$ cat config.mk
export PLATFORM = sky130hd
export DESIGN_NAME = ipml_prefetch_rd_ctrl_v2
export DESIGN_NICKNAME = d
export VERILOG_FILES = /design/src/rtl/ipml_prefetch_pkg.sv /design/src/rtl/ipml_skid_ring_v2.sv /design/src/rtl/ipml_prefetch_rd_ctrl_v2.sv
export SDC_FILE = /design/constraint.sdc
export NUM_CORES = 1
export LEC_CHECK = 0
export ABC_AREA = 1
export CORE_MARGIN = 3
export CORE_UTILIZATION = 40
export CTS_BUF_LIST = sky130_fd_sc_hd__clkbuf_8
export DETAILED_ROUTE_END_ITERATION = 10
export PLACE_DENSITY = 0.7
export SLEW_MARGIN = 20
export SYNTH_ARGS = -nofsm -noshare
export SYNTH_HDL_FRONTEND = slang
export SYNTH_HIERARCHICAL = 1
export SYNTH_SLANG_ARGS = --single-unit
export TNS_END_PERCENT = 1
$ cat constraint.sdc
create_clock -name rd_clk -period 2.83 [get_ports rd_clk]
set_clock_uncertainty 0.05 [all_clocks]
set_input_delay 0.7075 -clock rd_clk [delete_from_list [all_inputs] [get_ports rd_clk]]
set_output_delay 0.7075 -clock rd_clk [all_outputs]
set_load 0.05 [all_outputs]
$ cat src/rtl/ipml_prefetch_pkg.sv
// Shared constants, helpers and parameter-legality checks for the ipml
// prefetch read controller family.
package ipml_prefetch_pkg;

  localparam int RAM_LAT_MAX    = 3;
  localparam int SKID_DEPTH_MAX = 16;

  // Ceiling log2; clog2(1) = 0.
  function automatic int clog2(input int value);
    int result;
    result = 0;
    for (int i = 0; i < 31; i++) begin
      if ((1 << i) < value) result = i + 1;
    end
    return result;
  endfunction

endpackage

`ifndef IPML_PREFETCH_CHECKS_DEFINED
`define IPML_PREFETCH_CHECKS_DEFINED
// Elaboration-time range check; expands to a labelled generate-if that
// stops elaboration when the parameter value is outside [lo, hi].
`define IPML_PREFETCH_CHECK_RANGE(lbl, val, lo, hi) \
  if (((val) < (lo)) || ((val) > (hi))) begin : lbl \
    $error("ipml_prefetch: parameter value %0d outside legal range [%0d,%0d]", (val), (lo), (hi)); \
  end
`endif

$ cat src/rtl/ipml_skid_ring_v2.sv
// Circular skid buffer: registered storage, write/read pointers that wrap
// at DEPTH-1 (any depth, not only powers of two), and an occupancy count.
// The head entry is presented combinationally from registered storage.
module ipml_skid_ring_v2
  import ipml_prefetch_pkg::*;
#(
  parameter int DATA_W = 32,
  parameter int DEPTH  = 2,
  parameter int CNT_W  = 2
) (
  input  logic              i_clk,
  input  logic              i_rst,
  input  logic              i_push,
  input  logic [DATA_W-1:0] i_push_data,
  input  logic              i_pop,
  output logic [DATA_W-1:0] o_head_data,
  output logic [CNT_W-1:0]  o_count,
  output logic              o_full,
  output logic              o_empty
);

  localparam int PTR_W = (DEPTH > 1) ? clog2(DEPTH) : 1;
  localparam logic [PTR_W-1:0] PTR_LAST  = PTR_W'(DEPTH - 1);
  localparam logic [CNT_W-1:0] CNT_DEPTH = CNT_W'(DEPTH);

  logic [DATA_W-1:0] r_mem [DEPTH];
  logic [PTR_W-1:0]  r_wptr;
  logic [PTR_W-1:0]  r_rptr;
  logic [CNT_W-1:0]  r_count;
  logic              w_pop;

  // Next pointer value with explicit wrap so odd depths work.
  function automatic logic [PTR_W-1:0] ptr_next(input logic [PTR_W-1:0] p);
    return (p == PTR_LAST) ? '0 : p + PTR_W'(1);
  endfunction

  assign o_empty     = (r_count == '0);
  assign o_full      = (r_count == CNT_DEPTH);
  assign o_count     = r_count;
  assign w_pop       = i_pop & ~o_empty;
  assign o_head_data = r_mem[r_rptr];

  // Pointer and occupancy bookkeeping; simultaneous push/pop leaves count unchanged.
  always_ff @(posedge i_clk or posedge i_rst) begin
    if (i_rst) begin
      r_wptr  <= '0;
      r_rptr  <= '0;
      r_count <= '0;
    end else begin
      if (i_push) r_wptr <= ptr_next(r_wptr);
      if (w_pop)  r_rptr <= ptr_next(r_rptr);
      case ({i_push, w_pop})
        2'b10:   r_count <= r_count + CNT_W'(1);
        2'b01:   r_count <= r_count - CNT_W'(1);
        default: r_count <= r_count;
      endcase
    end
  end

  // Storage write; cleared on reset so the head reads zero out of reset.
  always_ff @(posedge i_clk or posedge i_rst) begin
    if (i_rst) begin
      for (int i = 0; i < DEPTH; i++) r_mem[i] <= '0;
    end else if (i_push) begin
      r_mem[r_wptr] <= i_push_data;
    end
  end

endmodule

$ cat src/rtl/ipml_prefetch_rd_ctrl_v2.sv
// First-word-fall-through read controller for the ipml FIFO family.
// Issues SDPRAM reads ahead of the consumer, tracks reads in flight through
// a RAM_LAT-deep flag pipe and lands returned words in a skid ring.
// Optional macro IPML_PREFETCH_ZERO_OUT_EN: when defined, rd_data is forced
// to zero while rd_vld is low; otherwise rd_data shows the ring head always.
module ipml_prefetch_rd_ctrl_v2
  import ipml_prefetch_pkg::*;
#(
  parameter  int DATA_W     = 32,
  parameter  int RAM_LAT    = 1,
  parameter  int SKID_DEPTH = RAM_LAT + 1,
  localparam int LVL_W      = clog2(SKID_DEPTH + RAM_LAT + 1)
) (
  input  logic              rd_clk,
  input  logic              rd_rst,
  input  logic              ram_empty,
  output logic              ram_rd_en,
  input  logic [DATA_W-1:0] ram_rd_data,
  input  logic              rd_en,
  output logic              rd_vld,
  output logic [DATA_W-1:0] rd_data,
  output logic [LVL_W-1:0]  level
);

  `IPML_PREFETCH_CHECK_RANGE(g_chk_data_w, DATA_W, 1, 1152)
  `IPML_PREFETCH_CHECK_RANGE(g_chk_ram_lat, RAM_LAT, 1, RAM_LAT_MAX)
  `IPML_PREFETCH_CHECK_RANGE(g_chk_skid_depth, SKID_DEPTH, RAM_LAT + 1, SKID_DEPTH_MAX)

  localparam logic [LVL_W:0] SKID_LIMIT = (LVL_W + 1)'(SKID_DEPTH);

  logic [RAM_LAT-1:0] r_pipe;
  logic [LVL_W-1:0]   w_inflight;
  logic [LVL_W-1:0]   w_count;
  logic [LVL_W:0]     w_demand;
  logic [DATA_W-1:0]  w_head;
  logic               w_pop;
  logic               w_push;
  logic               w_full;
  logic               w_empty;
  logic               w_issue;

  // Consumer handshake: rd_vld is high whenever the ring holds a word and
  // rd_data is that word; a word is consumed on a cycle with rd_vld & rd_en.
  // rd_vld never waits on rd_en, and rd_en while rd_vld is low does nothing.
  assign rd_vld = ~w_empty;
  assign w_pop  = rd_vld & rd_en;
  assign w_push = r_pipe[RAM_LAT-1];

  // Count reads in flight: one per set bit in the issue pipe.
  always_comb begin
    w_inflight = '0;
    for (int i = 0; i < RAM_LAT; i++) begin
      w_inflight = w_inflight + LVL_W'(r_pipe[i]);
    end
  end

  // Issue only if every word already committed (stored or in flight), less
  // the one leaving this cycle, plus this new one still fits in the ring.
  assign w_demand  = {1'b0, w_count} + {1'b0, w_inflight} - (LVL_W + 1)'(w_pop);
  assign w_issue   = ~ram_empty & (w_demand < SKID_LIMIT);
  assign ram_rd_en = w_issue;
  assign level     = w_count + w_inflight;

  // Issue-flag pipe aligned with the SDPRAM read latency; its last stage
  // marks the cycle in which ram_rd_data carries the issued word.
  always_ff @(posedge rd_clk or posedge rd_rst) begin
    if (rd_rst) begin
      r_pipe <= '0;
    end else begin
      r_pipe[0] <= w_issue;
      for (int i = 1; i < RAM_LAT; i++) begin
        r_pipe[i] <= r_pipe[i-1];
      end
    end
  end

  ipml_skid_ring_v2 #(
    .DATA_W (DATA_W),
    .DEPTH  (SKID_DEPTH),
    .CNT_W  (LVL_W)
  ) u_ring (
    .i_clk       (rd_clk),
    .i_rst       (rd_rst),
    .i_push      (w_push),
    .i_push_data (ram_rd_data),
    .i_pop       (w_pop),
    .o_head_data (w_head),
    .o_count     (w_count),
    .o_full      (w_full),
    .o_empty     (w_empty)
  );

`ifdef IPML_PREFETCH_ZERO_OUT_EN
  assign rd_data = rd_vld ? w_head : '0;
`else
  assign rd_data = w_head;
`endif

  // The issue accounting must never let a returning word hit a full ring.
  a_no_push_when_full: assert property (@(posedge rd_clk) disable iff (rd_rst)
    !(w_push && w_full));

endmodule

==> qor.txt, run 1 <==
floorplan row count: 32
Clock Path Buffers: 2
htree depth: 3
TritonCTS Buffers: 9
Synthesized Nets: 429
synthesized area per cell: 8.23 um2
Tcrit/Tclk final: 108%
DP Wirelength: 4530 um
met2 WL: 3320 um
DP Area: 3990 um2
DRT antenna net count: 0
I/O pin count: 72
Setup Crit Path Kind: reg2out
setup ws final: -0.234 ns
crit-path cells: inv_2, nand2_2, inv_2, nor2_4, ha_4, inv_2, nand2_2, fa_1, inv_1, nor2_1, nand2_1, nor2_4, buf_12
drt wl/cell: 12.1 um
fin area: 4260 um2
Crit path max-delay family: adder cells
routed vias/inst: 4.61
cell mode on critical path: inv_2
gr ovfl total: 0
initial antenna violation count: 0
CTS tree: built
CTS clk-pin slew, worst paths: 0.07 ns
fmax: 326 MHz
vias in the first global route: 2504
antenna diode count: 0
clock latency on the worst-skew pair: 0.33 ns
die height: 95.5 um
CP max-delay cell: fa_1
crit end category: output port
setup violators final: 1
max layer used: met4
routed wire length: 6940 um
first-pass GRT wire length: 11500 um
CP peak stage delay: 0.48 ns
minimum clock period after layout: 3.06 ns
Iter 0 DRT Violations: 164
Worst Hold Class: reg2reg
Slew @ Worst Pin: 0.549 ns
Max Cap Viol: 0
failing checks: setup timing
Post-Syn Instances: 389
GP Congestion: 0.751
# fillers: 724
DRC: 0
CP required: 2.07 ns
Hold-fix buffers, CTS: 0
startpoint types: flop
largest net degree at the start of global routing: 60
status: complete, but fails checks
Pre-antenna DRT Iters: 4
die area: 9120 um2
largest fanout on the critical path: 3
WL met1: 3130 um
mapped cell area: 3200 um2
Die Width: 95.5 um
routed vias: 2648
CTS root buffer: clkbuf_8
Warnings, synthesis: 6
RSZ-0062 raised after global routing: yes
Final Util: 54.8%
Hold Fails Final Rpt: 0
Synth-to-Final Area Change: 32.9%
Clock Sinks: 69
Worst Path Arrival: 2.31 ns
Port Buffer Count: 71
fin. max-slew vios: 0
share of layout cells above drive strength 1: 21.8%
Buffers & Inverters on Critical Path: 5
core area: 7770 um2
GRT Overall Usage: 16.4%
DR WL met3: 381 um
slew margin rel.: 63.3%
nets: 511
Initial Util: 41.2%
-- cells in the final DEF, fill, tap and decap left out, drive strengths merged --
cell / instances
nand2: 174
clkbuf: 11
nand3: 2
dfrtp: 69
nand4: 1
nor2: 4
clkinv: 1
xor2: 1
clkdlybuf4s50: 35
o21ai: 64
inv: 48
xnor2: 1
bufinv: 1
buf: 54
ha: 3
fa: 1
or2: 1
dlymetal6s2s: 2
-- tightest hold or removal path, cell delays in order, from the launching register on --
cell	delay (ns)
dfrtp_1	0.34
nand2_1	0.06
o21ai_2	0.05
-- cell type report --
| cell class | instances | area [um2] | area share (%) |
|---|---|---|---|
| Timing Repair Buffer | 91 | 828 | 19.5 |
| Multi-Input combinational cell | 252 | 1210 | 28.4 |
| Inverter | 48 | 180 | 4.23 |
| Tap cell | 102 | 128 | 3.00 |
| Clock buffer | 11 | 151 | 3.56 |
| Clock inverter | 2 | 35.0 | 0.823 |
| Sequential cell | 69 | 1730 | 40.6 |
-- registers in the layout (all words and copies together), names as in the netlist --
register and cells:
u_ring/r_wptr 1, r_pipe 1, u_ring/r_mem 64, u_ring/r_rptr 1, u_ring/o_count 2
-- stage by stage --
stage | instances | hold slack [ns] | setup TNS, ns | worst slack, ns
after detailed placement | 554 | 0.417 | -0.585 | -0.585
after CTS | 573 | 0.435 | -0.310 | -0.310
after floorplan | 389 | 0.386 | -0.0496 | -0.0496
after global placement | 554 | 0.414 | -0.553 | -0.553
final | 575 | 0.431 | -0.234 | -0.234
after global routing | 575 | 0.444 | -0.367 | -0.367
-- repair_timing --
item | 4_1_cts | 5_1_grt
setup endpoints to repair | 1 | 2
pin swaps | 7 | 7
resized for setup | 8 | 5
setup buffers | 6 | 2
hold endpoints to repair | 0 | 0
-- metal layers --
| metal | global-route usage, % | vias up |
|---|---|---|
| met1 | 21.6 | 1223 |
| met5 | 0 | - |
| met3 | 4.18 | 12 |
| met2 | 25.7 | 74 |
| met4 | 7.11 | 0 |
| li1 | - | 1339 |
-- final timing paths --
path,start,endpoint,slack (ns),cells past startpoint
min,u_ring/r_mem[38]$_DFFE_PP0P_,u_ring/r_mem[38]$_DFFE_PP0P_,0.43,2
min in group asynchronous,rd_rst,r_pipe$_DFF_PP0_,0.51,2
max,u_ring/o_count[1]$_DFFE_PP0P_,ram_rd_en,-0.23,13
min reg2reg,u_ring/r_mem[38]$_DFFE_PP0P_,u_ring/r_mem[38]$_DFFE_PP0P_,0.43,2
max in group asynchronous,rd_rst,u_ring/r_mem[50]$_DFFE_PP0P_,1.77,3
max reg2reg,u_ring/o_count[1]$_DFFE_PP0P_,u_ring/o_count[1]$_DFFE_PP0P_,0.78,15
Power of run 1 is not shown: default switching activity piles up to over one toggle a cycle in this logic, so the estimate is an artifact.
==> run 2: changes to the inputs <==
--- a/config.mk
+++ b/config.mk
@@ -11,6 +11,8 @@
 export CTS_BUF_LIST = sky130_fd_sc_hd__clkbuf_8
 export DETAILED_ROUTE_END_ITERATION = 10
 export PLACE_DENSITY = 0.7
+export REMOVE_ABC_BUFFERS = 1
+export SETUP_SLACK_MARGIN = 0.4
 export SLEW_MARGIN = 20
 export SYNTH_ARGS = -nofsm -noshare
 export SYNTH_HDL_FRONTEND = slang
==> qor.txt, run 2 (synthesized netlist as in run 1, its figures left out) <==
Reg with most FFs: u_ring/r_mem
nets: 506
CP required: 2.07 ns
clock latency on the worst-skew pair: 0.33 ns
DP Area: 3950 um2
htree depth: 3
failing checks: setup timing
first-pass GRT wire length: 11100 um
Slew @ Worst Pin: 0.727 ns
crit end category: output port
initial antenna violation count: 0
Port Buffer Count: 71
share of layout cells above drive strength 1: 21.1%
antenna diode count: 0
slew margin rel.: 51.6%
vias in the first global route: 2504
DP Wirelength: 4470 um
DRT antenna net count: 0
minimum clock period after layout: 2.97 ns
Clock Sinks: 69
Hold Crit Depth: 2
Die Width: 95.5 um
CTS clk-pin slew, worst paths: 0.07 ns
GP Congestion: 0.691
CTS root buffer: clkbuf_8
largest fanout on the critical path: 4
fin area: 4160 um2
largest net degree at the start of global routing: 37
Worst Hold Launch: u_ring/r_mem[47]$_DFFE_PP0P_
drt wl/cell: 11.7 um
GRT Overall Usage: 15.7%
status: complete, but fails checks
CP peak stage delay: 0.47 ns
cell mode on critical path: inv_1
R2R Path Start: u_ring/o_count[0]$_DFFE_PP0P_
commonest non-fill, non-tap cell in the layout: nand2_1
Worst Path Arrival: 2.22 ns
DRC: 0
commonest non-fill, non-tap cells in the layout: 171 x nand2_1, 69 x dfrtp_1, 46 x buf_4
startpoint types: flop
setup violators final: 1
final non-filler cell total: 572
Pre-antenna DRT Iters: 4
CTS tree: built
TritonCTS Buffers: 9
I/O pin count: 72
routed vias: 2606
Hold Fails Final Rpt: 0
RSZ-0062 raised after global routing: yes
fin. max-slew vios: 0
routed vias/inst: 4.56
core area: 7770 um2
Hold-fix buffers, CTS: 0
Clock Path Buffers: 2
Setup Crit Path Kind: reg2out
CP max-delay cell: fa_1
gr ovfl total: 0
Worst Hold Class: reg2reg
die height: 95.5 um
Final Util: 53.5%
placed cells: 554
fmax: 336 MHz
routed wire length: 6690 um
r2r endpoint: r_pipe$_DFF_PP0_
Worst Hold Path EP: u_ring/r_mem[47]$_DFFE_PP0P_
Synth-to-Final Area Change: 29.8%
Max Cap Viol: 0
crit-path cells: buf_4, inv_1, ha_4, inv_2, nand2_2, fa_1, inv_1, nor2_1, nand2_1, nor2_4, buf_12
Initial Util: 41.2%
post-route setup TNS: -0.145 ns
max reg flops: 64
setup ws final: -0.145 ns
Reg2Reg Depth: 11
Tcrit/Tclk final: 105%
Iter 0 DRT Violations: 92
die area: 9120 um2
r2r setup slk: 0.87 ns
floorplan row count: 32
## run 2: cell types whose count changed in the layout (fill, tap and decap cells not counted)
cell / previous run / this run
buf_4: 49 / 46
clkbuf_2: 0 / 1
dlymetal6s2s_1: 2 / 0
inv_1: 42 / 45
clkinv_2: 1 / 2
clkdlybuf4s50_1: 35 / 34
dlygate4sd2_1: 0 / 1
clkdlybuf4s15_2: 0 / 1
clkbuf_8: 11 / 10
bufinv_16: 1 / 0
buf_12: 4 / 2
## run 2: worst max-delay path: cells and delay by family (launching register included)
family,cells,cell delay [ns]
adders and majority gates,2,0.68
buffers and inverters,5,0.48
DFF,1,0.39
and+or+nand+nor,4,0.32
## run 2: what timing repair did
item | in CTS | in global routing
resized for setup | 16 | 5
pin swaps | 6 | 6
hold endpoints to repair | 0 | 0
setup buffers | 0 | 3
setup endpoints to repair | 4 | 2
## run 2: area by class of cell
type | instances | area, um2
Fill cell | 764 | 3610
Timing Repair Buffer | 86 | 756
Clock buffer | 10 | 138
Clock inverter | 5 | 21.3
Inverter | 48 | 180
Tap cell | 102 | 128
Multi-Input combinational cell | 252 | 1210
Sequential cell | 69 | 1730
## run 2: per-layer routing
layer  global-route usage, %  wire length (um)
met2                    27.2              3340
met5                       0                 0
met4                    4.03                41
met1                    18.6              2980
met3                    5.37               327
## run 2: worst max path at each step
stage / startpoint / endpoint / slack, ns / cells past startpoint
CTS: u_ring/o_count[0]$_DFFE_PP0P_ / ram_rd_en / -0.31 / 13
finish: u_ring/o_count[0]$_DFFE_PP0P_ / ram_rd_en / -0.14 / 11
floorplan: rd_en / ram_rd_en / -0.43 / 10
global placement: rd_en / ram_rd_en / -0.63 / 12
detailed placement: rd_en / ram_rd_en / -0.66 / 12
global route: u_ring/o_count[0]$_DFFE_PP0P_ / ram_rd_en / -0.29 / 13
## run 2: per-stage QoR
| step | hold WS [ns] | worst slack [ns] |
|---|---|---|
| 4_1_cts | 0.434 | -0.314 |
| 5_1_grt | 0.452 | -0.294 |
| 2_1_floorplan | 0.386 | -0.431 |
| 3_3_place_gp | 0.414 | -0.628 |
| 3_5_place_dp | 0.418 | -0.661 |
| 6_report | 0.432 | -0.145 |
Power of run 2 is left out for the same reason.
